### config.mk
export PLATFORM = sky130hd
export DESIGN_NAME = param_register_file
export DESIGN_NICKNAME = d
export VERILOG_FILES = /design/src/rtl/param_register_file.sv
export SDC_FILE = /design/constraint.sdc
export NUM_CORES = 1
export LEC_CHECK = 0
export CAP_MARGIN = 20
export CORE_MARGIN = 2
export CORE_UTILIZATION = 40
export CTS_CLUSTER_SIZE = 8
export DETAILED_ROUTE_END_ITERATION = 6
export GPL_TIMING_DRIVEN = 1
export PLACE_DENSITY = 0.68
export SETUP_SLACK_MARGIN = 0.2
export SYNTH_ARGS = -nofsm -noshare
export SYNTH_HDL_FRONTEND = slang
export SYNTH_SLANG_ARGS = --single-unit
### constraint.sdc
create_clock -name clk -period 2 [get_ports clk]
set_input_delay 0.4 -clock clk [delete_from_list [all_inputs] [get_ports clk]]
set_output_delay 0.4 -clock clk [all_outputs]
set_load 0.01 [all_outputs]
### src/rtl/param_register_file.sv
// param_register_file
// Parametrised multi-port register file used as the datapath operand store.
// Combinational read ports feed the ALU operand muxes; the single write port
// is driven from writeback. Optional write-to-read bypass, optional hardwired
// zero register 0, and a multi-cycle clear sequencer that zeroes one entry
// per cycle while ready is low.
//
// Parameters:
//   DATA_W   register width in bits
//   ADDR_W   address width; depth is 2**ADDR_W
//   NUM_RD   number of read ports (>= 1)
//   ZERO_REG 1 = register 0 reads as zero and ignores writes
//   BYPASS   1 = a read of the address being written returns write_data
//
// Ports:
//   clk         clock, rising edge
//   rst         asynchronous active-high reset
//   we          write enable
//   write_addr  write address
//   write_data  write data
//   read_addr   packed read addresses, port k at [k*ADDR_W +: ADDR_W]
//   read_data   packed read data, port k at [k*DATA_W +: DATA_W]
//   clear       single-cycle request to zero the whole file
//   ready       high when writes and clear are accepted
module param_register_file #(
    parameter int unsigned DATA_W   = 8,
    parameter int unsigned ADDR_W   = 3,
    parameter int unsigned NUM_RD   = 2,
    parameter int unsigned ZERO_REG = 0,
    parameter int unsigned BYPASS   = 1
) (
    input  logic                       clk,
    input  logic                       rst,
    input  logic                       we,
    input  logic [ADDR_W-1:0]          write_addr,
    input  logic [DATA_W-1:0]          write_data,
    input  logic [NUM_RD*ADDR_W-1:0]   read_addr,
    output logic [NUM_RD*DATA_W-1:0]   read_data,
    input  logic                       clear,
    output logic                       ready
);

    localparam int unsigned       DEPTH    = 2 ** ADDR_W;
    localparam logic [ADDR_W-1:0] LAST_PTR = ADDR_W'(DEPTH - 1);

    typedef enum logic {
        ST_IDLE  = 1'b0,
        ST_SWEEP = 1'b1
    } state_e;

    state_e              state_q, state_d;
    logic [ADDR_W-1:0]   ptr_q, ptr_d;
    logic [DATA_W-1:0]   mem_q [DEPTH];

    logic                zero_wr_c;
    logic                wr_en_c;

    // ready is a direct decode of the state flop
    assign ready = (state_q == ST_IDLE);

    // Writes to a hardwired-zero register 0 are discarded
    assign zero_wr_c = (ZERO_REG != 0) && (write_addr == '0);

    // clear wins over a same-cycle write; nothing is written during a sweep
    assign wr_en_c = we & ready & ~clear & ~zero_wr_c;

    // State and sweep-pointer registers
    always_ff @(posedge clk or posedge rst) begin
        if (rst) begin
            state_q <= ST_IDLE;
            ptr_q   <= '0;
        end else begin
            state_q <= state_d;
            ptr_q   <= ptr_d;
        end
    end

    // Next-state logic for the clear sequencer
    always_comb begin
        state_d = state_q;
        ptr_d   = ptr_q;
        unique case (state_q)
            ST_IDLE: begin
                if (clear) begin
                    state_d = ST_SWEEP;
                    ptr_d   = '0;
                end
            end
            ST_SWEEP: begin
                // Pointer wraps to 0 naturally on the last entry
                ptr_d = ptr_q + ADDR_W'(1);
                if (ptr_q == LAST_PTR) begin
                    state_d = ST_IDLE;
                end
            end
            default: begin
                state_d = ST_IDLE;
                ptr_d   = '0;
            end
        endcase
    end

    // Storage: sweep zeroing and normal writes are mutually exclusive
    always_ff @(posedge clk or posedge rst) begin
        if (rst) begin
            mem_q <= '{default: '0};
        end else if (state_q == ST_SWEEP) begin
            mem_q[ptr_q] <= '0;
        end else if (wr_en_c) begin
            mem_q[write_addr] <= write_data;
        end
    end

    // Independent combinational read lanes
    for (genvar k = 0; k < NUM_RD; k++) begin : g_rd
        logic [ADDR_W-1:0] rd_addr_c;
        logic [DATA_W-1:0] rd_data_c;

        assign rd_addr_c = read_addr[k*ADDR_W +: ADDR_W];

        always_comb begin
            rd_data_c = mem_q[rd_addr_c];
            if ((ZERO_REG != 0) && (rd_addr_c == '0)) begin
                rd_data_c = '0;
            end else if ((BYPASS != 0) && wr_en_c && (rd_addr_c == write_addr)) begin
                rd_data_c = write_data;
            end
        end

        assign read_data[k*DATA_W +: DATA_W] = rd_data_c;
    end

endmodule

# --- After elaboration in Yosys (flattened, before gate mapping) ---
# Cells that the tools add are included.
totals:
  reg_bits: 68
  out_inout_bits: 17
  wordCells: 56
  inputBits: 21
op_classes:
  n_reduce_logical: 5
  addsub: 1
  n_eq_ne: 4
  n_lt_le_gt_ge: 6
  bitwise_logic: 10
  muxes: 20
ops:
  columns: ["op", "n"]
  rows:
  - ["$mux W64", 2]
  - ["$and A64 B64 Y64", 1]
  - ["$bwmux W64", 1]
  - ["$mux W8", 8]
  - ["$not A64 Y64", 1]
  - ["$bmux W8 S3", 2]
  - ["$demux W8 S3", 2]
  - ["$ge A4 B4 Y1 const B", 4]
  - ["$not A3 Y4", 4]
  - ["$lt A4 B1 Y1 const B", 2]
  - ["$eq A3 B3 Y1", 2]
  - ["$pmux W3 S2", 1]
  - ["$logic_and A1 B1 Y1", 4]
  - ["$add A3 B1 Y3 const B", 1]
  - ["$eq A3 B3 Y1 const B", 1]
  - ["$mux W3", 1]
  - ["$and A1 B1 Y1", 2]
  - ["$mux W1", 2]
  - ["$ne A2 B2 Y1 const B", 1]
  - ["$not A1 Y1", 2]
  - ["$pmux W1 S2", 1]
  - ["$reduce_bool A2 Y1", 1]

# --- Logic depth before layout (Yosys ltp) ---
logic_depth:
  depth_word: 8
  ltp_mapped: 5
  depth_no_buf: 4

# --- Worst setup path after synthesis ---
# Ideal clock, no wire load.
synth_timing:
  path_type: "input to output"
  from: "input read_addr[4]"
  to: "output read_data[11]"
  slack_ns: -0.054
  arrival_time_ns: 1.654
  cell_stages: 4
  path_buffers: 1
  path_cell_list: "buf_2 > mux4_1 > mux2_2 > mux2_2"
synth_between:
  elab_chain_cells: 5
synth_rtl:
  columns: ["item", "line_no", "rtl"]
  rows:
  - ["from (decl)", "37", "input logic [NUM_RD*ADDR_W-1:0] read_addr,"]
  - ["$not A3 Y4 (not written as such)", "122", "rd_data_c = mem_q[rd_addr_c];"]
  - ["$bmux W8 S3", "122", null]
  - ["$mux W8 (not written as such) (2 in series)", "122", null]
  - ["$mux W8 *", "125", "end else if ((BYPASS != 0) && wr_en_c && (rd_addr_c == write_addr)) begin"]
  - ["to (decl)", "38", "output logic [NUM_RD*DATA_W-1:0] read_data,"]
# Mark *: on every way between the ends. The rest lies on a longest branch, timed or not. The select of a mux whose other input is x is not followed.

# --- Final worst setup path ---
layout_timing:
  from: "input read_addr[0]"
  to: "output read_data[5]"
# The elaborated chain is that of the path after synthesis.

==> flow_summary.ini <==
[outcome]
status = finished, violations left
violations = setup timing

[clock_network]
cts_tree = built
cts_buffer_depth = 2
htreeDepth = 3
path_clk_slew_ns = 0.08
ctsHoldBuffers = 0
numCtsBuffers = 9
cts.sinks = 68
clock_latency_ns = 0.35
root_buffer = clkbuf_8

[detailed_routing]
vias = 3336
wirelength_um = 12600
drt_pass1_iterations = 5
dr.first_iter.drc_count = 256
vias_per_cell = 5.98
drc = 0
wire_per_inst_um = 22.6
ant_nets = 0

[sta]
max_freq_ghz = 0.428
grt_setup_unrepaired = yes
worst_pin_slew_ns = 0.595
finClkSkew_ns = 0.0104
post-route-min-period_ns = 2.33
setup_viol = 16
worst_slack_ns = -0.334
maxSlewViolCount = 0
slew_headroom = 0.603
final.setup.tns_ns = -4.80
finalHoldViolations = 0
post-route-period-util = 1.17

[grt]
grt_first_pass_wirelength_um = 19700
antenna_found_initial = 0
grt_max_degree = 62
track_usage = 0.242
gr-total-overflow = 0
grt_pass1_vias = 3435

[yosys]
yosysTopAreaCell = dfrtp_1
yosysSeqAreaShare = 0.424
synthTopCellsByArea = dfrtp_1 42%, mux4_1 16%, a22o_1 14%
synth_top_area_frac = 0.424
ys_ff_latch = 68
syn-num-nets = 299
yosys_warnings = 0
syn_inst = 276
synth_cell_types = 32
syn_avg_cell_area_um2 = 14.6
syn_area_um2 = 4020

[pwr]
p_leak_nw = 2.80
finalPower_mw = 4.83
powerDensity_nw_per_um2 = 832
ir_worst_vdd_mv = 0.308

[critical_path]
rr_endpoint = mem_q[19]$_DFFE_PP0P_
rr_worst_depth = 6
critPathMaxFanout = 8
cp.required_ns = 1.60
r2r-start = state_q$_DFF_PP0_
path_class = in -> out
crit_arrival_ns = 1.93
regToRegSetupSlack_ns = 0.27
startpoint_type = primary input
worstSetupEndpointType = output pin

[finish]
final_cells = 558
antenna_cells = 0
n_fill_cell = 770
synthToLayoutAreaGrowth_pct = 44.5
fin_util = 0.594
final_nets = 443
drive_above_1_share = 0.574

[die]
die_h_um = 104
fp-row-count = 36
die_width_um = 104
fp.coreArea_um2 = 9770
die_area_um2 = 10900
initial_utilization = 0.411
pin_count = 38

[placement]
placedCellCount = 514
io_buffers = 37
gp_congestion = 0.845
place_ws_ns = -1.10
dp_hpwl_um = 7970

[worst_hold_path]
holdCritPathClass = in -> async

[job]
cap_violations = 0
-- worst max-delay path, cell delays in order --
cell	delay [ns]
buf_8	0.10
buf_12	0.14
buf_4	0.13
mux4_2	0.50
mux2_4	0.28
mux2_4	0.26
buf_6	0.12
-- metal layers --
layer / global-route usage / wire, um
met4: 0.0965 / 274
met1: 0.315 / 5110
met5: 0 / 0
met2: 0.405 / 6430
met3: 0.0382 / 819
-- placed cells by master (no fill, tap or decap), drive strengths merged, types with 2 or more instances in the layout --
cell type        n
or3b             2
mux2            32
buf            142
clkbuf          10
nand3b           2
dlygate4sd2      8
clkdlybuf4s50    9
o32a             3
nor2             6
o21ai            2
clkinvlp         3
inv              3
a21oi            4
mux4            32
a22o            64
ha               2
dfrtp           68
nor3b            3
a32oi            2
clkinv           2
and4b            2
xnor2            6
and2             4
and3b            2
nand2            5
nand4            2
-- cell families (layout without fill, tap and decap cells) --
family / Yosys count / count (layout) / share of synthesized area
buffers and inverters: 29 / 178 / 0.0452
AND/OR/NAND/NOR: 31 / 31 / 0.0523
adder cells (fa/ha/maj): 2 / 2 / 0.00623
AO/OA/AOI/OAI: 76 / 76 / 0.161
XOR/XNOR: 6 / 6 / 0.0131
flip-flops: 68 / 68 / 0.424
multiplexers: 64 / 64 / 0.299
-- registers in the layout, indices dropped and copies added (netlist names) --
register	flops
ptr_q	3
state_q	1
mem_q	64
-- cell usage after synthesis --
cell type and number:
and4b_1 2, nor3b_1 3, mux2_2 24, nand3b_1 2, mux4_2 8, o32a_1 3
nor2_2 2, buf_6 4, o21ai_0 2, inv_1 3, buf_1 8, and2_1 4
mux4_1 24, mux2_4 8, nand2_1 5, xnor2_1 6, buf_12 2, clkbuf_1 4
a21oi_1 4, dfrtp_1 68, nor3_1 1, a32oi_1 2, or3b_2 2, buf_2 8
nor4bb_1 1, nand2b_1 1, nand4_2 2, a22o_1 64, o31ai_1 1, ha_1 2
nor2_1 4, and3b_1 2
-- power breakdown --
| part | switching, mW | total, mW | internal (mW) |
|---|---|---|---|
| sequential | 0.217 | 1.81 | 1.59 |
| clock | 0.567 | 1.14 | 0.576 |
| combinational | 0.808 | 1.88 | 1.07 |
| total | 1.59 | 4.83 | 3.24 |
-- worst max path at each step --
| stage | from | endpoint | slack (ns) |
|---|---|---|---|
| global route | mem_q[37]$_DFFE_PP0P_ | read_data[5] | -0.37 |
| CTS | mem_q[37]$_DFFE_PP0P_ | read_data[5] | -0.32 |
| floorplan | read_addr[0] | read_data[0] | -0.04 |
| detailed placement | read_addr[3] | read_data[10] | -1.10 |
| global placement | read_addr[3] | read_data[10] | -1.08 |
| finish | read_addr[0] | read_data[5] | -0.33 |
-- stage by stage --
stage / cell area (um2) / hold slack, ns
2_1_floorplan: 4070 / 0.471
3_3_place_gp: 5240 / 0.494
3_5_place_dp: 5240 / 0.502
4_1_cts: 5720 / 0.331
5_1_grt: 5810 / 0.337
6_report: 5810 / 0.325
-- final cells by class --
type	instances	area, um2	share of cell area
inverters	3	15.0	0.00259
clock buffers	10	128	0.0220
flip-flops and latches	68	1700	0.293
well taps	133	166	0.0287
multi-input cells	179	2210	0.381
repair buffers	159	1520	0.261
clock inverters	6	63.8	0.0110
-- what timing repair did --
item / CTS / global route
endpoints found under the hold margin: 0 / 0
cloned: 2 / 0
gates resized for setup: 148 / 10
endpoints found under the setup margin: 81 / 43
buffers inserted: 19 / 7
Note: power is estimated with default switching activity, not from simulation.
